`src/rtl/mem_port_arbiter.sv`:
```
// mem_port_arbiter: shares one single-port memory between instruction fetch (IF)
// and load/store (LS), one registered access per two cycles.
// Ports:
//   clk, rst (sync, active-low)
//   if_*  : fetch request/grant/done/rdata/err (word reads only)
//   ls_*  : load/store request with size/sign-extend, grant/done/rdata/err
//   mem_* : memory port, driven only during the ACCESS cycle
module mem_port_arbiter #(
    parameter int BUS_WIDTH     = 32,
    parameter int MEM_BYTES     = 64,
    parameter int LS_STREAK_MAX = 4
) (
    input  logic                 clk,
    input  logic                 rst,
    input  logic                 if_req,
    input  logic [BUS_WIDTH-1:0] if_addr,
    output logic                 if_gnt,
    output logic                 if_done,
    output logic [BUS_WIDTH-1:0] if_rdata,
    output logic                 if_err,
    input  logic                 ls_req,
    input  logic                 ls_we,
    input  logic [BUS_WIDTH-1:0] ls_addr,
    input  logic [BUS_WIDTH-1:0] ls_wdata,
    input  logic [1:0]           ls_size,
    input  logic                 ls_sx,
    output logic                 ls_gnt,
    output logic                 ls_done,
    output logic [BUS_WIDTH-1:0] ls_rdata,
    output logic                 ls_err,
    output logic [BUS_WIDTH-1:0] mem_addr,
    output logic [BUS_WIDTH-1:0] mem_wdata,
    output logic                 mem_wr_en,
    output logic [1:0]           mem_size,
    output logic                 mem_sz_ex,
    input  logic [BUS_WIDTH-1:0] mem_rdata
);

    localparam int SW = $clog2(LS_STREAK_MAX + 1);
    localparam logic [SW-1:0] STREAK_MAX = SW'(LS_STREAK_MAX);
    localparam logic [BUS_WIDTH:0] MEM_END = (BUS_WIDTH+1)'(MEM_BYTES);

    typedef enum logic {
        IDLE,
        ACCESS
    } state_t;

    state_t               state;
    state_t               state_nxt;
    logic [SW-1:0]        streak;
    logic [BUS_WIDTH-1:0] cmd_addr;
    logic [BUS_WIDTH-1:0] cmd_wdata;
    logic [1:0]           cmd_size;
    logic                 cmd_we;
    logic                 cmd_sx;
    logic                 cmd_ls;
    logic                 cmd_err;
    logic                 force_if;

    // Misalignment, illegal size, or access running past the end of memory.
    // The end address is formed one bit wider so it cannot wrap.
    function automatic logic access_fault(input logic [BUS_WIDTH-1:0] a,
                                          input logic [1:0]           sz);
        logic [2:0]         nb;
        logic [BUS_WIDTH:0] end_a;
        logic               f;
        f  = 1'b0;
        nb = 3'd1;
        unique case (sz)
            2'b10: begin
                nb = 3'd4;
                f  = (a[1:0] != 2'b00);
            end
            2'b01: begin
                nb = 3'd2;
                f  = a[0];
            end
            2'b00: nb = 3'd1;
            default: f = 1'b1;
        endcase
        end_a = {1'b0, a} + {{(BUS_WIDTH-2){1'b0}}, nb};
        if (end_a > MEM_END)
            f = 1'b1;
        return f;
    endfunction

    // IF is forced only once LS has won LS_STREAK_MAX times in a row
    // while IF was waiting.
    assign force_if = if_req && (streak == STREAK_MAX);

    always_comb begin
        state_nxt = state;
        ls_gnt    = 1'b0;
        if_gnt    = 1'b0;
        mem_addr  = '0;
        mem_wdata = '0;
        mem_size  = 2'b10;
        mem_sz_ex = 1'b0;
        mem_wr_en = 1'b0;
        unique case (state)
            IDLE: begin
                if (rst) begin
                    ls_gnt = ls_req && !force_if;
                    if_gnt = if_req && !ls_gnt;
                end
                if (ls_gnt || if_gnt)
                    state_nxt = ACCESS;
            end
            ACCESS: begin
                state_nxt = IDLE;
                mem_addr  = cmd_addr;
                mem_wdata = cmd_wdata;
                mem_size  = cmd_size;
                mem_sz_ex = cmd_sx;
                mem_wr_en = cmd_we && !cmd_err && rst;
            end
            default: state_nxt = IDLE;
        endcase
    end

    always_ff @(posedge clk) begin
        if (!rst) begin
            state     <= IDLE;
            streak    <= '0;
            cmd_addr  <= '0;
            cmd_wdata <= '0;
            cmd_size  <= 2'b00;
            cmd_we    <= 1'b0;
            cmd_sx    <= 1'b0;
            cmd_ls    <= 1'b0;
            cmd_err   <= 1'b0;
            if_done   <= 1'b0;
            if_err    <= 1'b0;
            if_rdata  <= '0;
            ls_done   <= 1'b0;
            ls_err    <= 1'b0;
            ls_rdata  <= '0;
        end else begin
            state   <= state_nxt;
            if_done <= 1'b0;
            if_err  <= 1'b0;
            ls_done <= 1'b0;
            ls_err  <= 1'b0;
            if (ls_gnt) begin
                cmd_addr  <= ls_addr;
                cmd_wdata <= ls_wdata;
                cmd_size  <= ls_size;
                cmd_we    <= ls_we;
                cmd_sx    <= ls_sx;
                cmd_ls    <= 1'b1;
                cmd_err   <= access_fault(ls_addr, ls_size);
                if (!if_req)
                    streak <= '0;
                else if (streak != STREAK_MAX)
                    streak <= streak + 1'b1;
            end else if (if_gnt) begin
                cmd_addr  <= if_addr;
                cmd_wdata <= '0;
                cmd_size  <= 2'b10;
                cmd_we    <= 1'b0;
                cmd_sx    <= 1'b0;
                cmd_ls    <= 1'b0;
                cmd_err   <= access_fault(if_addr, 2'b10);
                streak    <= '0;
            end
            if (state == ACCESS) begin
                if (cmd_ls) begin
                    ls_done  <= 1'b1;
                    ls_err   <= cmd_err;
                    ls_rdata <= (cmd_we || cmd_err) ? '0 : mem_rdata;
                end else begin
                    if_done  <= 1'b1;
                    if_err   <= cmd_err;
                    if_rdata <= cmd_err ? '0 : mem_rdata;
                end
            end
        end
    end

endmodule

```
`config.mk`:
```
export PLATFORM = sky130hd
export DESIGN_NAME = mem_port_arbiter
export DESIGN_NICKNAME = d
export VERILOG_FILES = /design/src/rtl/mem_port_arbiter.sv
export SDC_FILE = /design/constraint.sdc
export NUM_CORES = 1
export LEC_CHECK = 0
export ABC_AREA = 0
export BUFFER_PORTS_ARGS = -buffer_cell sky130_fd_sc_hd__buf_2
export CORE_MARGIN = 2
export CORE_UTILIZATION = 38
export DETAILED_ROUTE_END_ITERATION = 12
export PLACE_DENSITY = 0.63
export SYNTH_ARGS = -nofsm -noshare
export SYNTH_HDL_FRONTEND = slang
export SYNTH_SLANG_ARGS = --single-unit
```
`constraint.sdc`:
```
create_clock -name clk -period 4 [get_ports clk]
set_clock_uncertainty 0.15 [all_clocks]
set_input_delay 0.4 -clock clk [delete_from_list [all_inputs] [get_ports clk]]
set_output_delay 0.4 -clock clk [all_outputs]
set_load 0.005 [all_outputs]
```
-- Yosys cells after proc, flatten, opt, wreduce, memory -nomap -nowiden
Cells that the tools add are included.
W data, S select, Z words.
- multiplexer cells: 42
- eq/ne operators: 5
- $add $sub $neg: 3
- order comparisons: 2
- reduce and logical (&&, ||, !) cells: 20
- bitwise operators: 3
- operator list (cell ; number):
    $mux W32 ; 8
    $add A32 B3 Y33 ; 2
    $gt A33 B7 Y1 const B ; 2
    $mux W3 ; 9
    $mux W1 ; 19
    $reduce_and A2 Y1 ; 4
    $mux W2 ; 3
    $pmux W3 S2 ; 1
    $reduce_bool A2 Y1 ; 3
    $logic_and A1 B1 Y1 ; 5
    $add A3 B1 Y3 const B ; 1
    $eq A3 B3 Y1 const B ; 1
    $logic_not A1 Y1 ; 3
    $ne A3 B2 Y1 const B ; 1
    $ne A3 B3 Y1 const B ; 1
    $not A1 Y1 ; 3
    $pmux W1 S3 ; 1
    $reduce_and A3 Y1 ; 1
    $reduce_or A3 Y1 ; 1
    $eq A2 B1 Y1 const B ; 1
    $eq A2 B2 Y1 const B ; 1
    $logic_not A2 Y1 ; 1
    $logic_or A1 B1 Y1 ; 2
    $pmux W1 S2 ; 1
- output and inout port bits: 138
- word-level logic and storage cells: 90
- flip-flop bits (word level): 142

-- Depth between registers and ports, before layout
Gate-level depths: netlist of the first run.
- depth in word-level cells: 17
- depth in mapped cells: 11
- depth with buffers taken out: 11

-- Least setup slack after synthesis of the first run
OpenSTA, ideal clock, no wires.
- kind: input-to-reg
- start: input port ls_size[0]
- end: register cmd_err
- slack: 1.063 ns
- arrival: 2.667 ns
- buffers on the path: 0
- cell stages on the path: 11
- setup time: 0.120 ns
- cells stage by stage: inv_1 -> ha_1 -> ha_1 -> fa_1 -> a21oi_1 -> nor3_1 -> nand3_1 -> mux2_2 -> o22ai_1 -> nand4_1 -> o31a_1
- cells in the longest elaborated chain, start to end: 8
- RTL lines (item ; RTL line ; RTL):
    start, declared ; 25 ; input logic [1:0] ls_size,
    $eq A2 B1 Y1 / $eq A2 B2 Y1 (equally long branches) ; 69 ; unique case (sz)
    $pmux W3 S2 ; 69 ;
    $mux W3 ; 144 ; if (ls_gnt) begin
    $mux W3 ; 122 ; if (!rst) begin
    $add A32 B3 Y33 ; 81 ; end_a = {1'b0, a} + {{(BUS_WIDTH-2){1'b0}}, nb};
    $gt A33 B7 Y1 ; 82 ; if (end_a > MEM_END)
    $mux W1 (*) ; 82 ;
    $mux W1 (*) ; 144 ;
    end signal, assigned ; 151 ; cmd_err <= access_fault(ls_addr, ls_size);
    end signal, assigned ; 163 ; cmd_err <= access_fault(if_addr, 2'b10);
    end, declared ; 57 ; logic cmd_err;
Every way passes the cells marked *; elsewhere a longest branch is shown, timed or not. The select of a mux whose other input is x is not followed.
A chain may end at the register's enable or synchronous reset.

-- Worst setup path after layout of the first run
Same ends and word-level chain as after synthesis.

==> reports/qor.yml, run 1 <==
synthesis:
  synthMuxAreaShare: 0.0424
  synth_top_family_by_area: "simple AND/OR/NAND/NOR gates"
  postSynthCellCount: 868
  yosys.area_share.simple: 0.305
  synthAdderAreaFrac: 0.0191
  synth_edf_count: 0
  postSynthAreaPerCell_um2: 7.99
  synth.distinct_cells: 58
  synthTopCellsByArea: "dfxtp_1, nor2_1, and2_1, a21oi_1, nand3_1"
  ys_seq_elements: 142
  yosys.area.top_type: "dfxtp_1"
  synth-xor-area-share: 0.00884
  synth_compound_area_frac: 0.170
  yosysSeqAreaShare: 0.410
  synth_top_flop_cell: "dfxtp_1"
  synth_nets: 1014
  synthArstFlopShare: 0
  synth_top_area_frac: 0.410
  yosys_warnings: 0
  syn_area_um2: 6930
critical_path:
  worst_path_dominant_cell_family: "adder cells"
  arrival_ns: 3.16
  worstSetupPathType: "input pin to flop"
  slowest_stage: "fa_1"
  start_kind: "input pin"
  path_buf_inv: 2
  path_max_fanout: 6
  slowest_delay_ns: 0.42
  critical_path_required_ns: 4.15
  worstPathCellList: "buf_2, inv_1, ha_1, ha_1, fa_1, a21oi_1, nor3_1, nand4_1, xnor2_1, nor4_1, nand4_1, o31a_1"
  end_kind: "flop"
outcome:
  status: "finished clean"
floorplanning:
  die_h_um: 139
  start_util: 0.386
  die-width_um: 139
  row_count: 49
  pin_count: 274
  coreArea_um2: 18000
  dieArea_um2: 19300
timing:
  fmaxAchievable_mhz: 333
  tightest_slew_ns: 0.830
  finalCriticalPeriod_ns: 3.01
  rsz0062_at_grt: "false"
  finalHoldViolations: 0
  drv_slew: 0
  period_share: 0.752
  finalSetupTns_ns: 0
  relSlewSlack: 0.443
  setup_slack_ns: 0.993
  setup_viol_count_final: 0
run:
  maxCapViolCount: 0
pwr:
  powerDensity_nw_per_um2: 413
  p_clk_frac: 0.453
  p_int_uw: 2670
  comb_power_share: 0.139
  sequentialPowerShare: 0.408
  switchingPower_uw: 1080
  peakVddDrop_uv: 278
  switching_share: 0.288
  p_leak_uw: 0.00416
layout:
  final_cell_mix: "buf_2, dfxtp_1, nor2_1"
  layout_commonest_cell: "buf_2"
  final_net_count: 1253
  area_growth_pct: 31.3
  drive_above_1_share: 0.303
place:
  gp_congestion: 0.880
  dp_worst_setup_slack_ns: 0.634
  dp_hpwl_mm: 15.6
  port_buffers: 273
clock_tree:
  postCtsSetupBuffers: 0
  ctsResizeCount: 0
  clk_pin_slew_ns: 0.07
  clock-sinks: 142
  cts_hold_buf: 0
  h-tree-depth: 4
  cts_tree: "built"
  cts_made_buffers: 17
  worstSkewPairLatency_ns: 0.41
  cts_buffer_depth: 2
  cts-root-buf: "clkbuf_16"
global_routing:
  grt.met1_usage: 0.295
  grt_max_degree: 80
  antenna_found_initial: 1
  grt-busiest-layer: "met2"
  use_met3: 0.0559
  overflow: 0
  track_usage: 0.222
  grt_pass1_wl_mm: 35.3
  grt_pass1_vias: 6623
  grt_use_met2: 0.364
routing:
  dr.pass1.iters: 5
  route.vias.total: 7056
  drcViolationCount: 0
  routed_wl_mm: 22.3
  ant_nets: 0
  post_drt_wl_per_cell_um: 16.5
  initialDrtViolationCount: 402
  viasPerCell: 5.23
hold_path:
  worstHoldPathType: "input pin to flop"
[area by class of cell]
cell class | instances | area (um2)
repair buffers | 286 | 1460
flip-flops and latches | 142 | 2840
clock inverters | 14 | 193
well taps | 229 | 287
diodes | 1 | 2.50
inverters | 15 | 58.8
multi-input cells | 645 | 3810
fillers | 1814 | 8860
clock buffers | 18 | 439
[layer usage]
metal,part of all wire,wire length (um)
met1,0.46,10300
met4,0.014,309
met3,0.050,1120
met5,0,0
met2,0.47,10500
[registers in the layout (all words and copies together) (netlist names)]
| name | cells |
|---|---|
| cmd_sx | 1 |
| ls_done | 1 |
| if_err | 1 |
| if_rdata | 32 |
| if_done | 1 |
| cmd_wdata | 32 |
| ls_err | 1 |
| cmd_addr | 32 |
| cmd_size | 2 |
| ls_rdata | 32 |
| streak | 3 |
| state | 1 |
| cmd_err | 1 |
| cmd_we | 1 |
| cmd_ls | 1 |
[synthesized netlist by cell type, types with 14 or more instances]
cell	n
and2_1	67
dfxtp_1	142
nand4_1	14
mux2i_1	26
a21oi_1	82
a22oi_1	33
clkbuf_1	60
nand3_1	61
nor2_1	127
a211oi_1	29
nor3b_1	35
nand2_1	65
[worst paths after layout]
check / startpoint / to / slack, ns / depth (start not counted)
setup / recovery: ls_size[0] / cmd_err$_SDFFE_PN0P_ / 0.99 / 12
hold / removal: ls_we / cmd_we$_SDFFE_PN0P_ / 0.05 / 3
setup reg to reg: streak[0]$_SDFFE_PN0P_ / cmd_err$_SDFFE_PN0P_ / 1.29 / 9
hold reg to reg: cmd_wdata[6]$_SDFFE_PN0P_ / cmd_wdata[6]$_SDFFE_PN0P_ / 0.31 / 2
[worst reg2reg max path, delay by kind of cell, from the launching register on]
| kind | cells | cell delay (ns) |
|---|---|---|
| AND/OR/NAND/NOR | 6 | 1.53 |
| flip-flops | 1 | 0.36 |
| AO/OA/AOI/OAI | 1 | 0.31 |
| adder cells (fa/ha/maj) | 1 | 0.20 |
| buffers and inverters | 1 | 0.07 |
[per-stage QoR]
| stage | cell area (um2) | power (uW) | std cells | util | hold slack (ns) |
|---|---|---|---|---|---|
| final | 9100 | 3760 | 1350 | 0.507 | 0.0498 |
| after global routing | 9100 | 3920 | 1350 | 0.507 | 0.0448 |
| after CTS | 9100 | 3800 | 1349 | 0.507 | 0.0245 |
| after detailed placement | 8470 | 2090 | 1317 | 0.471 | 0.304 |
| after global placement | 8470 | 2080 | 1317 | 0.471 | 0.300 |
| after floorplan | 6930 | 1840 | 868 | - | 0.292 |
[cells by family (layout without fill, tap and decap cells)]
kind of cell	Yosys count	in the layout
other cells	0	1
mux	29	29
xor+xnor	7	7
simple gates	415	415
buf+inv	81	333
fa+ha+maj	10	10
compound gates	184	184
flops	142	142
[power groups by stage]
stage | registers [uW] | clock network (uW) | logic [uW]
6_report | 1530 | 1700 | 521
5_1_grt | 1540 | 1800 | 578
4_1_cts | 1530 | 1750 | 525
3_5_place_dp | 1560 | 0 | 522
3_3_place_gp | 1560 | 0 | 521
2_1_floorplan | 1550 | 0 | 295
Note: power is estimated with default switching activity, not from simulation.
==> run 2, diff against run 1 <==
Settings changed: PLACE_DENSITY 0.63 to 0.66.
Clock period 4 ns to 2.7 ns, I/O delays scaled along.
==> run 2 against run 1 <==
Utilization up 5.0 points; non-clock buffer count up 92; cell count up 6.7%; clock-buffer cell count unchanged; cell area up 9.8%; clock power up 48%; sequential power up 48%; global-route usage up 1.6 points; critical path depth unchanged; critical endpoint unchanged; highest routed layer unchanged.
==> reports/qor.yml, run 2 (synthesis gave the netlist of run 1 again) <==
critical_path:
  critical_path_required_ns: 2.87  # was 4.15 ns
  arrival_ns: 2.72  # was 3.16 ns
  start_kind: "input pin"  # unchanged
  slowest_stage: "nor4_2"  # was fa_1
  r2r-start: "streak[0]$_SDFFE_PN0P_"  # unchanged
  worstSetupPathType: "input pin to flop"  # unchanged
  worstPathCellList: "buf_2, inv_1, ha_1, ha_1, fa_1, a21oi_2, nor3_1, nand4_1, xnor2_1, nor4_2, nand4_1, o31a_1"  # was buf_2, inv_1, ha_1, ha_1, fa_1, a21oi_1, nor3_1, nand4_1, xnor2_1, nor4_1, nand4_1, o31a_1
  end_kind: "flop"  # unchanged
  crit_start: "ls_size[0]"  # unchanged
  r2r_setup_slack_ns: 0.40  # was 1.29 ns
  path_buf_inv: 2  # unchanged
  ff2ff_path_depth: 9  # unchanged
  worst_path_dominant_cell_family: "simple AND/OR/NAND/NOR gates"  # was adder cells
  path_max_fanout: 4  # was 6
  slowest_delay_ns: 0.35  # was 0.42 ns
  r2r_end: "cmd_err$_SDFFE_PN0P_"  # unchanged
floorplanning:
  die-width_um: 139  # unchanged
  pin_count: 274  # unchanged
  start_util: 0.386  # unchanged
  die_h_um: 139  # unchanged
  dieArea_um2: 19300  # unchanged
  coreArea_um2: 18000  # unchanged
  row_count: 49  # unchanged
routing:
  drcViolationCount: 0  # unchanged
  initialDrtViolationCount: 483  # was 402
  routed_wl_mm: 23.6  # was 22.3 mm
  viasPerCell: 5.30  # was 5.23
  dr.pass1.iters: 5  # unchanged
  route.vias.total: 7636  # was 7056
  ant_nets: 0  # unchanged
  post_drt_wl_per_cell_um: 16.4  # was 16.5 um
pwr:
  power.total_uw: 5680  # was 3760 uW
  powerDensity_nw_per_um2: 568  # was 413 nW/um2
  peakVddDrop_uv: 416  # was 278 uV
  p_leak_uw: 0.00457  # was 0.00416 uW
clock_tree:
  h-tree-depth: 4  # unchanged
  cts_tree: "built"  # unchanged
  worstSkewPairLatency_ns: 0.42  # was 0.41 ns
  cts-root-buf: "clkbuf_16"  # unchanged
  clk_pin_slew_ns: 0.07  # about the same
  postCtsSetupBuffers: 0  # unchanged
  clock-sinks: 142  # unchanged
  cts_made_buffers: 17  # unchanged
  cts_buffer_depth: 2  # unchanged
timing:
  period_share: 0.946
  finalHoldViolations: 0  # unchanged
  relSlewSlack: 0.567  # was 0.443
  drv_slew: 0  # unchanged
  finalCriticalPeriod_ns: 2.55
  tightest_slew_ns: 0.650  # was 0.830 ns
  whs_ns: 0.0257  # was 0.0498 ns
  setup_viol_count_final: 0  # unchanged
  fmaxAchievable_mhz: 392
layout:
  diodes: 0  # was 1
  final_net_count: 1345  # was 1253
  area_growth_pct: 44.1  # was 31.3%
  num-fill-cells: 1713  # was 1814
  multiInputGateArea_um2: 3830  # was 3810 um2
  layout_commonest_cell: "buf_2"  # unchanged
  drive_above_1_share: 0.303  # about the same
  final_cell_mix: "buf_2, dfxtp_1, nor2_1"  # unchanged
  register_area_um2: 2840  # unchanged
global_routing:
  overflow: 0  # unchanged
  antenna_found_initial: 0  # was 1
  use_met3: 0.0584  # was 0.0559
  grt_use_met2: 0.390  # was 0.364
  grt.met1_usage: 0.298  # was 0.295
  grt_pass1_wl_mm: 37.6  # was 35.3 mm
  grt-busiest-layer: "met2"  # unchanged
  grt_max_degree: 76  # was 80
  track_usage: 0.238  # was 0.222
  grt_pass1_vias: 7386  # was 6623
hold_path:
  hold_depth: 3  # unchanged
  hold_end: "cmd_addr[2]$_SDFFE_PN0P_"  # was cmd_we$_SDFFE_PN0P_
  worstHoldPathType: "input pin to flop"  # unchanged
  worst_hold_startpoint: "ls_addr[2]"  # was ls_we
outcome:
  status: "finished clean"  # unchanged
place:
  dp_hpwl_mm: 15.8  # was 15.6 mm
  gp_congestion: 0.927  # was 0.880
  port_buffers: 273  # unchanged
run:
  maxCapViolCount: 0  # unchanged
## run 2: cell count changes in the layout (fill, tap and decap cells not counted), moves of 2 or more
cell           delta
buf_12            +3
buf_4            +23
clkinv_8          -2
dlygate4sd3_1    +66
inv_8             -3
## run 2: how the worst max path moves through the flow
stage / endpoint / slack (ns) / cells past startpoint
floorplan: cmd_err$_SDFFE_PN0P_ / 0.0002 / 11
global placement: cmd_err$_SDFFE_PN0P_ / -0.29 / 11
detailed placement: cmd_err$_SDFFE_PN0P_ / -0.34 / 11
CTS: cmd_err$_SDFFE_PN0P_ / 0.11 / 11
global route: cmd_err$_SDFFE_PN0P_ / -0.005 / 12
finish: cmd_err$_SDFFE_PN0P_ / 0.15 / 12
## run 2: power breakdown
group	internal, uW	switching, uW	total (uW)
Clock	1500	1010	2510
Combinational	399	513	911
Sequential	2210	50.0	2260
Total	4110	1580	5680
## run 2: metrics by stage
stage	worst slack (ns)	instance area, um2	TNS [ns]	util	instances
2_1_floorplan	0.000188	6940	0	-	868
3_3_place_gp	-0.291	8700	-0.291	0.485	1343
3_5_place_dp	-0.339	8700	-0.339	0.485	1343
4_1_cts	0.107	9980	0	0.556	1440
5_1_grt	-0.00464	9990	-0.00464	0.556	1440
6_report	0.146	9990	0	0.556	1440
## run 2: repair_timing
action | 4_1_cts | 5_1_grt
endpoints found under the setup margin | 0 | 1
resized for setup | 0 | 2
endpoints found under the hold margin | 66 | 0
hold buffers | 66 | 0
## run 2: final cells by class
class                      count  area share
sequential                   142       0.285
clock buffer                  18      0.0440
tap                          229      0.0287
timing repair buffer         378       0.236
inverter                      15     0.00589
multi-input combinational    645       0.383
clock inverter                13      0.0178
## run 2: worst reg2reg max path: stages (launching register included)
cell     delay, ns
dfxtp_1       0.36
inv_1         0.07
ha_1          0.19
nand3_1       0.14
nand3_4       0.14
nor3_1        0.26
nand3_1       0.14
nor4_2        0.30
nand4_1       0.14
o31a_1        0.30
## run 2: per-layer routing
layer  vias up  wire (um)  share of wire
met4         0        700          0.030
met5         -          0              0
met2       286      11100           0.47
met3        52       1570          0.066
li1       3735          -              -
met1      3563      10200           0.43
==> run 3, diff against run 2 <==
Settings changed: ABC_AREA 0 to 1, GPL_TIMING_DRIVEN set to 0, PLACE_DENSITY 0.66 to 0.64.
==> run 3 against run 2 <==
Flip-flop and latch count unchanged; global-route usage grew 2.4 points; hold slack lost 0.011 ns; via count grew 21%; sequential share of layout area down 2.2 points; synthesized cell count grew 40%; wire length increased by 25%; total power up 0.45%; critical path type unchanged; highest routed layer unchanged.
==> reports/qor.yml, run 3 <==
timing:
  setup_slack_ns: 0.116  # was 0.146 ns
  finalHoldViolations: 0  # unchanged
  period_share: 0.957  # was 0.946
  setup_viol_count_final: 0  # unchanged
  fmaxAchievable_mhz: 387  # was 392 MHz
  tightest_slew_ns: 0.596  # was 0.650 ns
  rsz0062_at_grt: "false"
  whs_ns: 0.0151  # was 0.0257 ns
  finalCriticalPeriod_ns: 2.58  # was 2.55 ns
  drv_slew: 0  # unchanged
  finalSetupTns_ns: 0  # unchanged
  relSlewSlack: 0.603  # was 0.567
global_routing:
  grt_max_degree: 17  # was 76
  overflow: 0  # unchanged
  grt_pass1_vias: 8329  # was 7386
  grt_pass1_wl_mm: 44.8  # was 37.6 mm
  track_usage: 0.263  # was 0.238
  antenna_found_initial: 0  # unchanged
clock_tree:
  postCtsSetupBuffers: 0  # unchanged
  cts_made_buffers: 17  # unchanged
  clock-sinks: 142  # unchanged
  cts_buffer_depth: 2  # unchanged
  cts-root-buf: "clkbuf_16"  # unchanged
  clk_pin_slew_ns: 0.06  # was 0.07 ns
  worstSkewPairLatency_ns: 0.42  # about the same
  cts_tree: "built"  # unchanged
  h-tree-depth: 4  # unchanged
layout:
  final_cell_area_um2: 10800  # was 9990 um2
  final_net_count: 1723  # was 1345
  area_growth_pct: 38.8  # was 44.1%
  final_cell_mix: "nand2_1, buf_2, inv_1"  # was buf_2, dfxtp_1, nor2_1
  multiInputGateArea_um2: 4130  # was 3830 um2
  diodes: 0  # unchanged
  drive_above_1_share: 0.236  # was 0.303
  num-fill-cells: 2034  # was 1713
  register_area_um2: 2840  # about the same
  layout_commonest_cell: "nand2_1"  # was buf_2
hold_path:
  worstHoldPathType: "input pin to flop"  # unchanged
  hold_end: "cmd_size[0]$_SDFFE_PN0P_"  # was cmd_addr[2]$_SDFFE_PN0P_
  worst_hold_startpoint: "ls_size[0]"  # was ls_addr[2]
  hold_depth: 3  # unchanged
place:
  dp_hpwl_mm: 22.7  # was 15.8 mm
  dp_worst_setup_slack_ns: -0.320  # was -0.339 ns
  gp_congestion: 0.967  # was 0.927
  placed_cell_area_um2: 9490  # was 8700 um2
  port_buffers: 272  # was 273
pwr:
  switching_share: 0.284  # was 0.277
  p_int_uw: 4080  # was 4110 uW
  powerDensity_nw_per_um2: 528  # was 568 nW/um2
  peakVddDrop_uv: 437  # was 416 uV
  p_leak_uw: 0.00558  # was 0.00457 uW
  switchingPower_uw: 1620  # was 1580 uW
  sequentialPowerShare: 0.400  # was 0.397
  p_clk_frac: 0.415  # was 0.442
  comb_power_share: 0.185  # was 0.160
synthesis:
  ys_seq_elements: 142  # unchanged
  syn_area_um2: 7790  # was 6930 um2
  synth_top_area_frac: 0.365  # was 0.410
  yosys.area.top_type: "dfxtp_1"  # unchanged
  synthArstFlopShare: 0  # unchanged
  synth.distinct_cells: 37  # was 58
  synth_edf_count: 0  # unchanged
  yosys.cell_count.top_type: "nand2_1"  # was dfxtp_1
  synth_nets: 1362  # was 1014
  synthTopCellsByArea: "dfxtp_1, nand2_1, inv_1, a21oi_1, nand3_1"  # was dfxtp_1, nor2_1, and2_1, a21oi_1, nand3_1
  yosys_warnings: 0  # unchanged
  netlist_top_cells_count: "nand2_1, inv_1, dfxtp_1"  # was dfxtp_1, nor2_1, a21oi_1
  yosysSeqAreaShare: 0.365  # was 0.410
  postSynthAreaPerCell_um2: 6.40  # was 7.99 um2
  postSynthCellCount: 1216  # was 868
  synth_top_flop_cell: "dfxtp_1"  # unchanged
critical_path:
  ff2ff_path_depth: 9  # unchanged
  start_kind: "input pin"  # unchanged
  arrival_ns: 2.74  # was 2.72 ns
  r2r-start: "streak[0]$_SDFFE_PN0P_"  # unchanged
  path_max_fanout: 10  # was 4
  critical_path_required_ns: 2.85  # was 2.87 ns
  r2r_setup_slack_ns: 0.29  # was 0.40 ns
  end_kind: "flop"  # unchanged
  r2r_end: "cmd_addr[19]$_SDFFE_PN0P_"  # was cmd_err$_SDFFE_PN0P_
  worstSetupPathType: "input pin to flop"  # unchanged
routing:
  post_drt_wl_per_cell_um: 15.9  # was 16.4 um
  initialDrtViolationCount: 607  # was 483
  dr.pass1.iters: 6  # was 5
  route.vias.total: 9244  # was 7636
  drcViolationCount: 0  # unchanged
  viasPerCell: 4.97  # was 5.30
  routed_wl_mm: 29.5  # was 23.6 mm
  ant_nets: 0  # unchanged
floorplanning:
  die-width_um: 147  # was 139 um
  dieArea_um2: 21700  # was 19300 um2
  coreArea_um2: 20200  # was 18000 um2
  pin_count: 274  # unchanged
  die_h_um: 147  # was 139 um
  row_count: 52  # was 49
  start_util: 0.386  # about the same
outcome:
  status: "finished clean"  # unchanged
run:
  maxCapViolCount: 0  # unchanged
-- run 3: what timing repair did --
item | CTS | global route
hold buffers | 71 | 0
hold endpoints to repair | 103 | 0
gates resized for setup | 0 | 6
setup endpoints to repair | 0 | 15
-- run 3: power by group through the flow --
stage	combinational (uW)	sequential, uW	clock, uW
after global placement	945	2320	0
after CTS	1040	2280	2390
after detailed placement	952	2330	0
after global routing	1160	2300	2490
after floorplan	517	2320	0
final	1050	2280	2370
-- run 3: cells by family (layout without fill, tap and decap cells) --
kind of cell / count (synthesis) / in the layout / share of synthesized area
compound gates: 194 / 194 / 0.154
simple gates: 651 / 651 / 0.352
fa+ha+maj: 10 / 10 / 0.0170
buf+inv: 215 / 588 / 0.107
xor+xnor: 4 / 4 / 0.00450
flops: 142 / 142 / 0.365
-- run 3: worst max-delay path by stage --
stage / startpoint / end / slack, ns
after global routing: ls_addr[2] / cmd_err$_SDFFE_PN0P_ / 0.02
after floorplan: ls_size[0] / cmd_err$_SDFFE_PN0P_ / 0.26
after global placement: ls_size[0] / cmd_err$_SDFFE_PN0P_ / -0.26
after CTS: state$_SDFF_PP0_ / mem_wdata[1] / 0.005
after detailed placement: ls_size[0] / cmd_err$_SDFFE_PN0P_ / -0.32
final: ls_addr[2] / cmd_err$_SDFFE_PN0P_ / 0.12
-- run 3: critical path, stage by stage --
cell	delay [ns]
dlygate4sd3_1	0.56
buf_2	0.17
ha_4	0.29
nand3_1	0.10
nand2_2	0.10
nand2_4	0.07
nor2_4	0.13
buf_6	0.16
nand2_2	0.05
nand2_1	0.05
nand2_1	0.06
nor2_2	0.15
nand2_1	0.07
nor2_1	0.14
nand3_1	0.14
o21ai_2	0.16
a21oi_1	0.07
-- run 3: area by class of cell --
type                    instances  area share
plain buffers                  59      0.0233
clock buffers                  22      0.0448
flip-flops and latches        142       0.263
well taps                     270      0.0312
clock inverters                 9     0.00995
inverters                     155      0.0539
multi-input cells             859       0.382
repair buffers                343       0.192
-- run 3: metrics by stage --
| stage | cells | utilization | total power (uW) |
|---|---|---|---|
| after global routing | 1859 | 0.536 | 5950 |
| after floorplan | 1216 | - | 2840 |
| after global placement | 1758 | 0.470 | 3270 |
| final | 1859 | 0.536 | 5710 |
| after detailed placement | 1758 | 0.470 | 3280 |
| after CTS | 1860 | 0.535 | 5710 |
-- run 3: metal layers --
metal  global-route usage  vias to the layer above  share of wire
met2                0.426                      428           0.45
met1                0.358                     4139           0.45
met3               0.0441                       45          0.079
met4               0.0803                        0          0.023
met5                    0                        -              0
li1                     -                     4632              -
